$ cat src/rtl/fetch_stage_pkg.sv
// Shared constants, FSM encoding and output payload type for the 16-bit fetch stage.
package fetch_stage_pkg;

  localparam int unsigned XLEN  = 16;
  localparam int unsigned OPC_W = 5;

  localparam logic [OPC_W-1:0] OPC_HALT = 5'b00000;
  localparam logic [OPC_W-1:0] OPC_NOP  = 5'b00001;

  localparam logic [XLEN-1:0] NOP_INSTR_DEF = {OPC_NOP, (XLEN - OPC_W)'(0)};
  localparam logic [XLEN-1:0] RESET_PC_DEF  = 16'h0000;
  localparam logic [XLEN-1:0] PC_STEP       = 16'h0002;

  typedef enum logic [1:0] {
    ST_FETCH  = 2'b00,
    ST_DRAIN  = 2'b01,
    ST_HALTED = 2'b10
  } fetch_state_e;

  typedef struct packed {
    logic [XLEN-1:0] instr;
    logic [XLEN-1:0] pc;
    logic [XLEN-1:0] pc_plus_two;
  } fetch_out_t;

  // Instruction addresses are halfword aligned; bit 0 set is an illegal target.
  function automatic logic is_misaligned(input logic [XLEN-1:0] addr);
    return addr[0];
  endfunction

endpackage

$ cat src/rtl/cla_16bit.sv
// 16-bit carry-lookahead adder built from four 4-bit lookahead groups.
module cla_16bit (
  input  logic [15:0] a,
  input  logic [15:0] b,
  input  logic        ci,
  input  logic        sign,
  output logic [15:0] s,
  output logic        co,
  output logic        ovf
);

  logic [15:0] g;
  logic [15:0] p;
  logic [16:0] c;
  logic [3:0]  grp_g;
  logic [3:0]  grp_p;

  always_comb begin
    g     = a & b;
    p     = a ^ b;
    c     = '0;
    grp_g = '0;
    grp_p = '0;
    c[0]  = ci;
    // Each group derives its internal carries from its own carry-in only.
    for (int k = 0; k < 4; k++) begin
      grp_g[k] = g[4*k+3]
               | (p[4*k+3] & g[4*k+2])
               | (p[4*k+3] & p[4*k+2] & g[4*k+1])
               | (p[4*k+3] & p[4*k+2] & p[4*k+1] & g[4*k]);
      grp_p[k] = &p[4*k +: 4];
      c[4*k+1] = g[4*k] | (p[4*k] & c[4*k]);
      c[4*k+2] = g[4*k+1] | (p[4*k+1] & g[4*k]) | (p[4*k+1] & p[4*k] & c[4*k]);
      c[4*k+3] = g[4*k+2] | (p[4*k+2] & g[4*k+1]) | (p[4*k+2] & p[4*k+1] & g[4*k])
               | (p[4*k+2] & p[4*k+1] & p[4*k] & c[4*k]);
      c[4*k+4] = grp_g[k] | (grp_p[k] & c[4*k]);
    end
  end

  assign s   = p ^ c[15:0];
  assign co  = c[16];
  assign ovf = sign ? (c[16] ^ c[15]) : c[16];

endmodule

$ cat src/rtl/fetch_ctrl.sv
// Fetch FSM: tracks outstanding requests across redirects and selects the imem request/address.
module fetch_ctrl
  import fetch_stage_pkg::*;
(
  input  logic         clk,
  input  logic         rst_n,
  input  logic         redirect,
  input  logic         redirect_misaligned,
  input  logic         stall,
  input  logic         instr_valid,
  input  logic         imem_ready,
  input  logic         rdata_halt,
  input  logic [15:0]  pc_reg,
  output logic         imem_req_c,
  output logic [15:0]  imem_addr_c,
  output logic         accept_c,
  output fetch_state_e state
);

  fetch_state_e state_q, state_d;
  logic [15:0]  drain_addr_q, drain_addr_d;
  logic         req_raw;

  always_ff @(posedge clk or negedge rst_n) begin
    if (!rst_n) begin
      state_q      <= ST_FETCH;
      drain_addr_q <= '0;
    end else begin
      state_q      <= state_d;
      drain_addr_q <= drain_addr_d;
    end
  end

  always_comb begin
    state_d      = state_q;
    drain_addr_d = drain_addr_q;
    req_raw      = 1'b0;
    imem_addr_c  = pc_reg;

    unique case (state_q)
      ST_FETCH: req_raw = !(instr_valid && stall);
      ST_DRAIN: begin
        req_raw     = 1'b1;
        imem_addr_c = drain_addr_q;
      end
      default: ;
    endcase

    imem_req_c = req_raw && rst_n;
    accept_c   = (state_q == ST_FETCH) && imem_req_c && imem_ready && !redirect;

    // Redirect wins over stall and ready; an unanswered request must be drained first.
    if (redirect) begin
      if (redirect_misaligned) begin
        state_d = ST_HALTED;
      end else if ((state_q == ST_FETCH) && imem_req_c && !imem_ready) begin
        state_d      = ST_DRAIN;
        drain_addr_d = pc_reg;
      end else if ((state_q == ST_DRAIN) && !imem_ready) begin
        state_d = ST_DRAIN;
      end else begin
        state_d = ST_FETCH;
      end
    end else begin
      unique case (state_q)
        ST_FETCH:  if (accept_c && rdata_halt) state_d = ST_HALTED;
        ST_DRAIN:  if (imem_ready) state_d = ST_FETCH;
        ST_HALTED: ;
        default:   state_d = ST_FETCH;
      endcase
    end
  end

  assign state = state_q;

endmodule

$ cat src/rtl/fetch_stage.sv
// Instruction-fetch stage: architectural PC, imem interface and the registered decode-side slot.
module fetch_stage
  import fetch_stage_pkg::*;
#(
  parameter logic [15:0] RESET_PC    = RESET_PC_DEF,
  parameter logic [15:0] NOP_INSTR   = NOP_INSTR_DEF,
  parameter logic [4:0]  HALT_OPCODE = OPC_HALT
) (
  input  logic        clk,
  input  logic        rst_n,
  input  logic [15:0] next_pc,
  input  logic        redirect,
  input  logic        stall,
  output logic        imem_req,
  output logic [15:0] imem_addr,
  input  logic        imem_ready,
  input  logic [15:0] imem_rdata,
  output logic [15:0] instr,
  output logic [15:0] pc,
  output logic [15:0] pc_plus_two,
  output logic        instr_valid,
  output logic        halted,
  output logic        err
);

  fetch_out_t   out_q, out_d;
  logic [15:0]  pc_reg_q, pc_reg_d;
  logic         instr_valid_q, instr_valid_d;
  logic         err_q, err_d;
  logic [15:0]  pc_inc;
  logic         accept_c;
  logic         rdata_halt;
  logic         redirect_misaligned;
  logic         slot_free;
  fetch_state_e state;
  logic         inc_co_unused;
  logic         inc_ovf_unused;

  assign rdata_halt          = (imem_rdata[15:11] == HALT_OPCODE);
  assign redirect_misaligned = is_misaligned(next_pc);
  assign slot_free           = !instr_valid_q || !stall;

  cla_16bit u_pc_inc (
    .a    (pc_reg_q),
    .b    (PC_STEP),
    .ci   (1'b0),
    .sign (1'b0),
    .s    (pc_inc),
    .co   (inc_co_unused),
    .ovf  (inc_ovf_unused)
  );

  fetch_ctrl u_ctrl (
    .clk                 (clk),
    .rst_n               (rst_n),
    .redirect            (redirect),
    .redirect_misaligned (redirect_misaligned),
    .stall               (stall),
    .instr_valid         (instr_valid_q),
    .imem_ready          (imem_ready),
    .rdata_halt          (rdata_halt),
    .pc_reg              (pc_reg_q),
    .imem_req_c          (imem_req),
    .imem_addr_c         (imem_addr),
    .accept_c            (accept_c),
    .state               (state)
  );

  always_ff @(posedge clk or negedge rst_n) begin
    if (!rst_n) begin
      out_q         <= '{instr: NOP_INSTR, pc: '0, pc_plus_two: '0};
      pc_reg_q      <= RESET_PC;
      instr_valid_q <= 1'b0;
      err_q         <= 1'b0;
    end else begin
      out_q         <= out_d;
      pc_reg_q      <= pc_reg_d;
      instr_valid_q <= instr_valid_d;
      err_q         <= err_d;
    end
  end

  // Output slot: flush on redirect, load on accepted response, bubble when free and idle.
  always_comb begin
    out_d         = out_q;
    pc_reg_d      = pc_reg_q;
    instr_valid_d = instr_valid_q;
    err_d         = err_q;

    if (redirect) begin
      pc_reg_d      = next_pc;
      instr_valid_d = 1'b0;
      out_d.instr   = NOP_INSTR;
      if (redirect_misaligned) err_d = 1'b1;
    end else if (accept_c) begin
      out_d.instr       = imem_rdata;
      out_d.pc          = pc_reg_q;
      out_d.pc_plus_two = pc_inc;
      instr_valid_d     = 1'b1;
      pc_reg_d          = pc_inc;
    end else if (slot_free) begin
      instr_valid_d = 1'b0;
      out_d.instr   = NOP_INSTR;
    end
  end

  assign instr       = out_q.instr;
  assign pc          = out_q.pc;
  assign pc_plus_two = out_q.pc_plus_two;
  assign instr_valid = instr_valid_q;
  assign halted      = (state == ST_HALTED);
  assign err         = err_q;

endmodule

$ cat config.mk
export PLATFORM = sky130hd
export DESIGN_NAME = fetch_stage
export DESIGN_NICKNAME = d
export VERILOG_FILES = /design/src/rtl/fetch_stage_pkg.sv /design/src/rtl/cla_16bit.sv /design/src/rtl/fetch_ctrl.sv /design/src/rtl/fetch_stage.sv
export SDC_FILE = /design/constraint.sdc
export NUM_CORES = 1
export LEC_CHECK = 0
export ABC_AREA = 1
export BUFFER_PORTS_ARGS = -buffer_cell sky130_fd_sc_hd__buf_2
export CAP_MARGIN = 0
export CORE_ASPECT_RATIO = 0.75
export CORE_UTILIZATION = 58
export CTS_CLUSTER_SIZE = 8
export DETAILED_ROUTE_END_ITERATION = 8
export GPL_TIMING_DRIVEN = 0
export PLACE_DENSITY = 0.89
export SETUP_SLACK_MARGIN = 0.2
export SYNTH_ARGS = -nofsm -noshare
export SYNTH_HDL_FRONTEND = slang
export SYNTH_HIERARCHICAL = 1
export SYNTH_SLANG_ARGS = --single-unit
$ cat constraint.sdc
create_clock -name clk -period 6.3 [get_ports clk]
set_input_delay 0.63 -clock clk [delete_from_list [all_inputs] [get_ports clk]]
set_output_delay 0.63 -clock clk [all_outputs]
set_load 0.05 [all_outputs]
---- Yosys cells after proc, flatten, opt, wreduce, memory -nomap -nowiden ----
Cells that the tools add are included.
word-level totals
  register bits after elaboration ......... 84
  input bits .............................. 37
  output and inout bits ................... 68
  logic and storage cells ................. 81
cells by class
  eq/ne operators ......................... 5
  mux-type cells .......................... 17
  bitwise gates (word level) .............. 27
  reduce and logical (&&, ||, !) cells .... 24
operators by type and width
  cell                                                                   count
  16-bit 2-to-1 mux                                                      6
  1-bit AND                                                              23
  16-bit bitwise XOR                                                     1
  2-bit 2-to-1 mux                                                       5
  1-bit logical AND                                                      8
  4-bit AND reduction                                                    2
  3-bit inequality test, second input constant                           2
  2-bit one-hot mux with 3 select lines                                  1
  3-bit AND reduction                                                    2
  1-bit zero test                                                        5
  5-bit zero test                                                        1
  1-bit 2-to-1 mux                                                       4
  2-bit AND reduction                                                    2
  1-bit inverter                                                         3
  3-bit nonzero test                                                     1
  2-bit by 1-bit equality test with 1-bit output, second input constant  1
  2-bit equality test, second input constant                             1
  2-bit zero test                                                        1
  2-bit inequality test, second input constant                           1
  1-bit one-hot mux with 2 select lines                                  1
  2-bit nonzero test                                                     1
  1-bit logical OR                                                       1

---- Longest topological paths before layout ----
Gate-level depths: netlist of the first run.
  depth after elaboration ................. 11
  mapped depth ............................ 15
  mapped depth without buffers ............ 15

---- Cells and area by module ----
The synthesis of the first run kept the hierarchy.
modules (own cells, without submodules)
  module       times used  cells each  area an instance (µm²)  sequential area each (µm²)
  fetch_stage  1           293         2675.1                  1652.8
  fetch_ctrl   1           133         1088.5                  450.4
  cla_16bit    1           102         730.7                   0.0

---- Least setup slack after synthesis of the first run ----
Ideal clock, no wire load.
  path kind ............................... reg-to-output
  start ................................... register u_ctrl.state_q[1] (netlist: u_ctrl/state[1])
  end ..................................... output imem_addr[0]
  arrival ................................. 1904 ps
  required time ........................... 5670 ps
  setup slack ............................. 3766 ps
  cell stages (with the launch flop) ...... 5
  buffers on the path ..................... 1
  path through ............................ dfrtp_1 -> nor2_2 -> inv_1 -> buf_2 -> o21ai_0
on the way
  cells in the longest elaborated chain, start to end .. 2
RTL lines
  what                                            line               text
  from (decl)                                     fetch_ctrl.sv:20   fetch_state_e state_q, state_d;
  from (signal assigned)                          fetch_ctrl.sv:29   state_q <= state_d;
  2-bit by 1-bit equality test with 1-bit output  fetch_ctrl.sv:40   unique case (state_q)
  16-bit 2-to-1 mux                               fetch_ctrl.sv:40
  to (decl)                                       fetch_stage.sv:15  output logic [15:0] imem_addr,
Every way passes these cells.

---- Worst setup path after layout of the first run ----
  start ................................... register u_ctrl.state_q[1] (netlist: u_ctrl/state[1])
  end ..................................... output imem_addr[2]
The elaborated chain is that of the path after synthesis.

==> results of run 1 <==
[layer usage]
metal  share of wire (%)  global-route usage (%)  vias to the layer above
li1                    -                       -                     1880
met1                  43                    40.6                     1903
met2                  47                    47.2                      170
met3                 7.4                    6.76                       19
met4                 1.8                    7.89                        0
met5                   0                       0                        -
[layout make-up]
type	count	area, um2	share of cell area (%)
multi-input combinational	388	2060	38.1
timing repair buffer	105	551	10.2
tap	101	126	2.34
clock buffer	10	128	2.36
inverter	42	168	3.10
sequential	84	2100	38.9
buffer	21	175	3.24
clock inverter	6	95.1	1.76
[final timing paths]
path,depth (start not counted),from,slack (ns),to
max in group asynchronous,2,rst_n,5.49,instr[11]$_DFFE_PN1P_
worst max register to register,13,pc_reg_q[3]$_DFFE_PN0P_,4.02,pc_reg_q[13]$_DFFE_PN0P_
worst min-delay path,1,rst_n,0.17,pc_plus_two[3]$_DFFE_PN0P_
min in group clk,3,imem_rdata[6],0.46,instr[6]$_DFFE_PN0P_
worst max-delay path,5,u_ctrl/state[1]$_DFFE_PN0P_,3.78,imem_addr[2]
worst min register to register,2,err$_DFFE_PN0P_,0.47,err$_DFFE_PN0P_
[where the power goes]
part           switching (W)  leakage (nW)  internal [W]  total, W
Combinational       0.000536          1.92      0.000191  0.000728
Clock               0.000204         0.105      0.000227  0.000431
Sequential         0.0000745          1.07      0.000657  0.000732
Total               0.000815          3.09       0.00108   0.00189
[worst max-delay path: stages (launching register included)]
cell and delay [ns]:
dfrtp_1 0.44, nor2_2 0.19, inv_1 0.14, buf_2 0.21, o21ai_0 0.23, buf_2 0.31
[stage by stage]
step | instance area, um2 | total power, W | hold slack, ns | std cells | utilization [%]
after CTS | 5400 | 0.00189 | 0.173 | 757 | 73.4
after floorplan | 4500 | 0.00128 | 0.334 | 535 | -
after detailed placement | 5180 | 0.00146 | 0.448 | 741 | 70.4
final | 5400 | 0.00189 | 0.171 | 757 | 73.4
after global routing | 5400 | 0.00199 | 0.190 | 757 | 73.4
after global placement | 5150 | 0.00143 | 0.449 | 740 | 69.9
==> insert_results.sql, run 1 <==
INSERT INTO impl_metrics (metric_group, metric, value, unit) VALUES
('routing', 'drt-total-wl', '10900', 'um'),
('job', 'maxCapViolations', '0', ''),
('clock_network', 'clk_transition_reported_paths', '0.09', 'ns'),
('finish', 'most_frequent_standard_cell_in_the_layout_excluding_fill_and_tap_cells', 'nand2_1', ''),
('routing', 'drc_errors', '0', ''),
('critical_path', 'timing.setup.critical_path_class', 'flop to primary output', ''),
('power_and_ir_drop', 'worst_ir_drop_vdd', '257', 'uV'),
('critical_path', 'worst-endpoint-required', '5.67', 'ns'),
('sta', 'unrepaired_setup_endpoints_after_global_routing', 'no', ''),
('placement', 'post-place-ws', '3.78', 'ns'),
('sta', 'finalSetupViolCount', '0', ''),
('critical_path', 'cp_data_arrival_time', '1.89', 'ns'),
('power_and_ir_drop', 'leakagePower', '3.09', 'nW'),
('placement', 'portBuffers', '104', ''),
('critical_path', 'cp_launch_type', 'flop', ''),
('clock_network', 'clock_tree.htree_level_count', '3', ''),
('critical_path', 'critical_path_peak_fanout', '10', ''),
('global_routing', 'overflow', '0', ''),
('placement', 'place.gp.congestion', '0.818', ''),
('sta', 'timing.final.hold_violations', '0', ''),
('clock_network', 'ctsResizeCount', '0', ''),
('critical_path', 'cp-end-kind', 'primary output', ''),
('yosys', 'postSynthAreaPerCell', '8.60', 'um2'),
('global_routing', 'first_global_vias', '3830', ''),
('clock_network', 'clk-insertion-delay-late', '0.36', 'ns'),
('sta', 'finalMaxSlewViolations', '0', ''),
('sta', 'timing.fmax', '397', 'MHz'),
('placement', 'hpwlAfterDp', '7920', 'um'),
('finish', 'num-nets-final', '708', ''),
('floorplanning', 'fp.dieW', '103', 'um'),
('clock_network', 'post-cts-setup-buffer-count', '0', ''),
('yosys', 'mappedNetlistArea', '4430', 'um2'),
('hold_path', 'hold_path_class', 'primary input to async pin', ''),
('clock_network', 'clk_root_buffer_cell', 'clkbuf_8', ''),
('sta', 'setup_total_negative_slack', '0', 'ns'),
('clock_network', 'cts_hold_repair.buffers', '0', ''),
('routing', 'vias_per_cell', '5.25', ''),
('global_routing', 'antenna_found_initial', '0', ''),
('yosys', 'yosysWarnings', '6', ''),
('clock_network', 'clock_path_buffers', '2', ''),
('yosys', 'syn_inst', '515', ''),
('global_routing', 'grt_max_degree', '62', ''),
('finish', 'n_fill_cell', '557', ''),
('finish', 'area_delta_synth_final', '22.0', '%'),
('finish', 'post_route_cells_drive_above_1_share', '28.0', '%'),
('floorplanning', 'ios', '105', ''),
('routing', 'wl_per_cell', '14.4', 'um'),
('routing', 'drt_pass1_iterations', '5', ''),
('floorplanning', 'initial_core_util', '60.1', '%'),
('routing', 'first_iter_violations', '245', ''),
('sta', 'fin_worst_skew', '0.00650', 'ns'),
('sta', 'final.setup.worst_slack', '3.78', 'ns'),
('global_routing', 'groute.usage.overall', '29.6', '%'),
('floorplanning', 'die_area', '7990', 'um2'),
('clock_network', 'cts_tree', 'built', ''),
('power_and_ir_drop', 'pwr_density_cell', '350', 'nW/um2'),
('routing', 'ant_nets', '0', ''),
('finish', 'antennaDiodeCount', '0', ''),
('floorplanning', 'fp.coreArea', '7360', 'um2'),
('routing', 'via_count', '3972', ''),
('finish', 'most-common-layout-cells', 'nand2_1 (201), buf_2 (107), dfrtp_1 (83), nand3_1 (54), inv_1 (34)', ''),
('global_routing', 'grt_first_pass_wirelength', '18000', 'um'),
('floorplanning', 'num_rows', '27', ''),
('floorplanning', 'chipHeight', '77.7', 'um'),
('run_status', 'result_of_the_run', 'complete, no violations', ''),
('sta', 'timing.final.crit_period', '2.52', 'ns'),
('clock_network', 'numClockSinks', '84', ''),
('clock_network', 'numCtsBuffers', '9', ''),
('sta', 'final_min_period_over_clock_period', '39.9', '%');
(Power assumes the default switching activity.)
==> inputs of run 2 (changes only) <==
--- a/config.mk
+++ b/config.mk
@@ -9,11 +9,11 @@
 export BUFFER_PORTS_ARGS = -buffer_cell sky130_fd_sc_hd__buf_2
 export CAP_MARGIN = 0
 export CORE_ASPECT_RATIO = 0.75
-export CORE_UTILIZATION = 58
+export CORE_UTILIZATION = 54
 export CTS_CLUSTER_SIZE = 8
 export DETAILED_ROUTE_END_ITERATION = 8
 export GPL_TIMING_DRIVEN = 0
-export PLACE_DENSITY = 0.89
+export PLACE_DENSITY = 0.84
 export SETUP_SLACK_MARGIN = 0.2
 export SYNTH_ARGS = -nofsm -noshare
 export SYNTH_HDL_FRONTEND = slang
==> constraint.sdc (replaced) <==
create_clock -name clk -period 2.32 [get_ports clk]
set_input_delay 0.232 -clock clk [delete_from_list [all_inputs] [get_ports clk]]
set_output_delay 0.232 -clock clk [all_outputs]
set_load 0.05 [all_outputs]
==> run 2 against run 1 <==
Net effect: routed wire length is 4.6% higher; register-to-register slack worse by 3.7 ns; sequential share of layout area is 0.88 points lower; critical path type is now flop to flop; highest routed layer unchanged.
==> insert_results.sql, run 2 (synthesis gave the netlist of run 1 again) <==
INSERT INTO impl_metrics (metric_group, metric, value, unit) VALUES
('floorplanning', 'die_area', '8570', 'um2'),
('routing', 'drt_pass1_iterations', '5', ''),
('routing', 'wl_per_cell', '14.9', 'um'),
('sta', 'worst-slew-pin-transition', '1.07', 'ns'),
('hold_path', 'hold_path_class', 'primary input to flop', ''),
('floorplanning', 'chipHeight', '80.4', 'um'),
('power_and_ir_drop', 'worst_ir_drop_vdd', '565', 'uV'),
('sta', 'final_min_period_over_clock_period', '87.6', '%'),
('global_routing', 'groute.usage.overall', '28.2', '%'),
('power_and_ir_drop', 'power.share.clock', '19.2', '%'),
('floorplanning', 'fp.coreArea', '7920', 'um2'),
('routing', 'drt-total-wl', '11400', 'um'),
('finish', 'post_layout_nonfiller_instances', '767', ''),
('global_routing', 'grt_first_pass_wirelength', '18400', 'um'),
('clock_network', 'clock_tree.htree_level_count', '3', ''),
('finish', 'post_route_cells_drive_above_1_share', '31.1', '%'),
('power_and_ir_drop', 'power.internal', '0.00275', 'W'),
('floorplanning', 'fp.dieW', '107', 'um'),
('critical_path', 'critical_path_peak_fanout', '6', ''),
('clock_network', 'clk-insertion-delay-late', '0.37', 'ns'),
('run_status', 'result_of_the_run', 'complete, no violations', ''),
('finish', 'post_layout_util', '70.1', '%'),
('global_routing', 'grt_max_degree', '63', ''),
('power_and_ir_drop', 'leakagePower', '3.11', 'nW'),
('placement', 'hpwlAfterDp', '8020', 'um'),
('power_and_ir_drop', 'power_total', '0.00500', 'W'),
('placement', 'dpl.cell_count', '745', ''),
('routing', 'drc_errors', '0', ''),
('power_and_ir_drop', 'comb_power_share', '41.1', '%'),
('clock_network', 'clock_path_buffers', '2', ''),
('power_and_ir_drop', 'pwr_density_cell', '901', 'nW/um2'),
('finish', 'num-nets-final', '715', ''),
('floorplanning', 'ios', '105', ''),
('sta', 'maxSlewHeadroom', '28.2', '%'),
('placement', 'dpl-instance-area', '5190', 'um2'),
('placement', 'portBuffers', '104', ''),
('clock_network', 'numCtsBuffers', '9', ''),
('routing', 'ant_nets', '0', ''),
('finish', 'antennaDiodeCount', '0', ''),
('clock_network', 'numClockSinks', '84', ''),
('routing', 'first_iter_violations', '290', ''),
('sta', 'fin_worst_skew', '0.0126', 'ns'),
('finish', 'most-common-layout-cells', 'nand2_1 (200), buf_2 (93), dfrtp_1 (77), nand3_1 (53), inv_1 (33)', ''),
('sta', 'timing.final.crit_period', '2.03', 'ns'),
('sta', 'finalMaxSlewViolations', '0', ''),
('finish', 'area_delta_synth_final', '25.3', '%'),
('critical_path', 'cp_data_arrival_time', '2.29', 'ns'),
('sta', 'timing.fmax', '492', 'MHz'),
('finish', 'final_area', '5550', 'um2'),
('critical_path', 'cp_launch_type', 'flop', ''),
('routing', 'via_count', '3918', ''),
('sta', 'timing.final.hold_violations', '0', ''),
('sta', 'hold_slack', '0.0600', 'ns'),
('floorplanning', 'initial_core_util', '55.9', '%'),
('power_and_ir_drop', 'power_switching', '0.00225', 'W'),
('job', 'maxCapViolations', '0', ''),
('placement', 'place.gp.congestion', '0.839', ''),
('critical_path', 'cp-end-kind', 'flop', ''),
('power_and_ir_drop', 'power_frac_seq', '39.8', '%'),
('power_and_ir_drop', 'netSwitchingFraction', '45.0', '%'),
('critical_path', 'timing.reg2reg.worst_path_depth', '11', ''),
('clock_network', 'cts_tree', 'built', ''),
('hold_path', 'min_path_cells', '3', ''),
('critical_path', 'timing.setup.critical_path_class', 'flop to flop', ''),
('clock_network', 'clk_root_buffer_cell', 'clkbuf_8', ''),
('routing', 'vias_per_cell', '5.11', ''),
('critical_path', 'worst-endpoint-required', '2.58', 'ns'),
('global_routing', 'overflow', '0', ''),
('clock_network', 'clk_transition_reported_paths', '0.09', 'ns'),
('global_routing', 'antenna_found_initial', '0', ''),
('floorplanning', 'num_rows', '28', ''),
('global_routing', 'first_global_vias', '3831', ''),
('sta', 'unrepaired_setup_endpoints_after_global_routing', 'yes', ''),
('finish', 'most_frequent_standard_cell_in_the_layout_excluding_fill_and_tap_cells', 'nand2_1', ''),
('sta', 'finalSetupViolCount', '0', '');
## run 2: cell type report
type	count	area (um2)
repair buffers	112	638
plain buffers	21	180
inverters	42	168
clock buffers	9	124
flip-flops and latches	84	2110
fillers	621	2370
multi-input cells	388	2150
clock inverters	6	48.8
well taps	105	131
## run 2: metrics by stage
step	worst slack [ns]	TNS, ns
4_1_cts	0.187	0
6_report	0.289	0
3_3_place_gp	-0.649	-44.20
3_5_place_dp	0.0440	0
2_1_floorplan	0.184	0
5_1_grt	0.179	0
## run 2: critical path, cell delays in order (launching register included)
cell,delay [ns]
dfrtp_2,0.49
ha_1,0.34
nand2_1,0.08
nor2_1,0.07
nand2_4,0.08
nand2_4,0.06
nand2_2,0.07
nand2_4,0.06
fa_2,0.35
xor2_1,0.15
nand3_1,0.10
nand3_1,0.08
## run 2: worst paths after layout
check,startpoint,to,slack (ns)
worst max-delay path,pc_reg_q[4]$_DFFE_PN0P_,pc_reg_q[13]$_DFFE_PN0P_,0.29
worst min-delay path,imem_rdata[9],instr[9]$_DFFE_PN0P_,0.06
worst max register to register,pc_reg_q[4]$_DFFE_PN0P_,pc_reg_q[13]$_DFFE_PN0P_,0.29
worst min register to register,err$_DFFE_PN0P_,err$_DFFE_PN0P_,0.47
max in group asynchronous,rst_n,pc_reg_q[6]$_DFFE_PN0P_,0.42
min in group asynchronous,rst_n,err$_DFFE_PN0P_,0.40
## run 2: layer usage
| layer | vias to the layer above | global-route usage, % | wire length [um] |
|---|---|---|---|
| met5 | - | 0 | 0 |
| li1 | 1888 | - | - |
| met1 | 1845 | 37.7 | 5030 |
| met2 | 164 | 46.1 | 5400 |
| met4 | 0 | 8.22 | 168 |
| met3 | 21 | 6.57 | 804 |
## run 2: what timing repair did
| item | CTS | global route |
|---|---|---|
| hold buffers | 2 | 0 |
| buffers inserted | 3 | 2 |
| endpoints found under the setup margin | 8 | 23 |
| gates resized for setup | 10 | 32 |
| endpoints found under the hold margin | 24 | 0 |
| pin swaps | 0 | 8 |
## run 2: power groups by stage
| stage | Clock [W] | Combinational, W | Sequential, W |
|---|---|---|---|
| 6_report | 0.000959 | 0.00205 | 0.00199 |
| 5_1_grt | 0.00104 | 0.00221 | 0.00202 |
| 4_1_cts | 0.000977 | 0.00199 | 0.00198 |
| 3_3_place_gp | 0 | 0.00190 | 0.00199 |
| 3_5_place_dp | 0 | 0.00195 | 0.00201 |
| 2_1_floorplan | 0 | 0.000807 | 0.00266 |
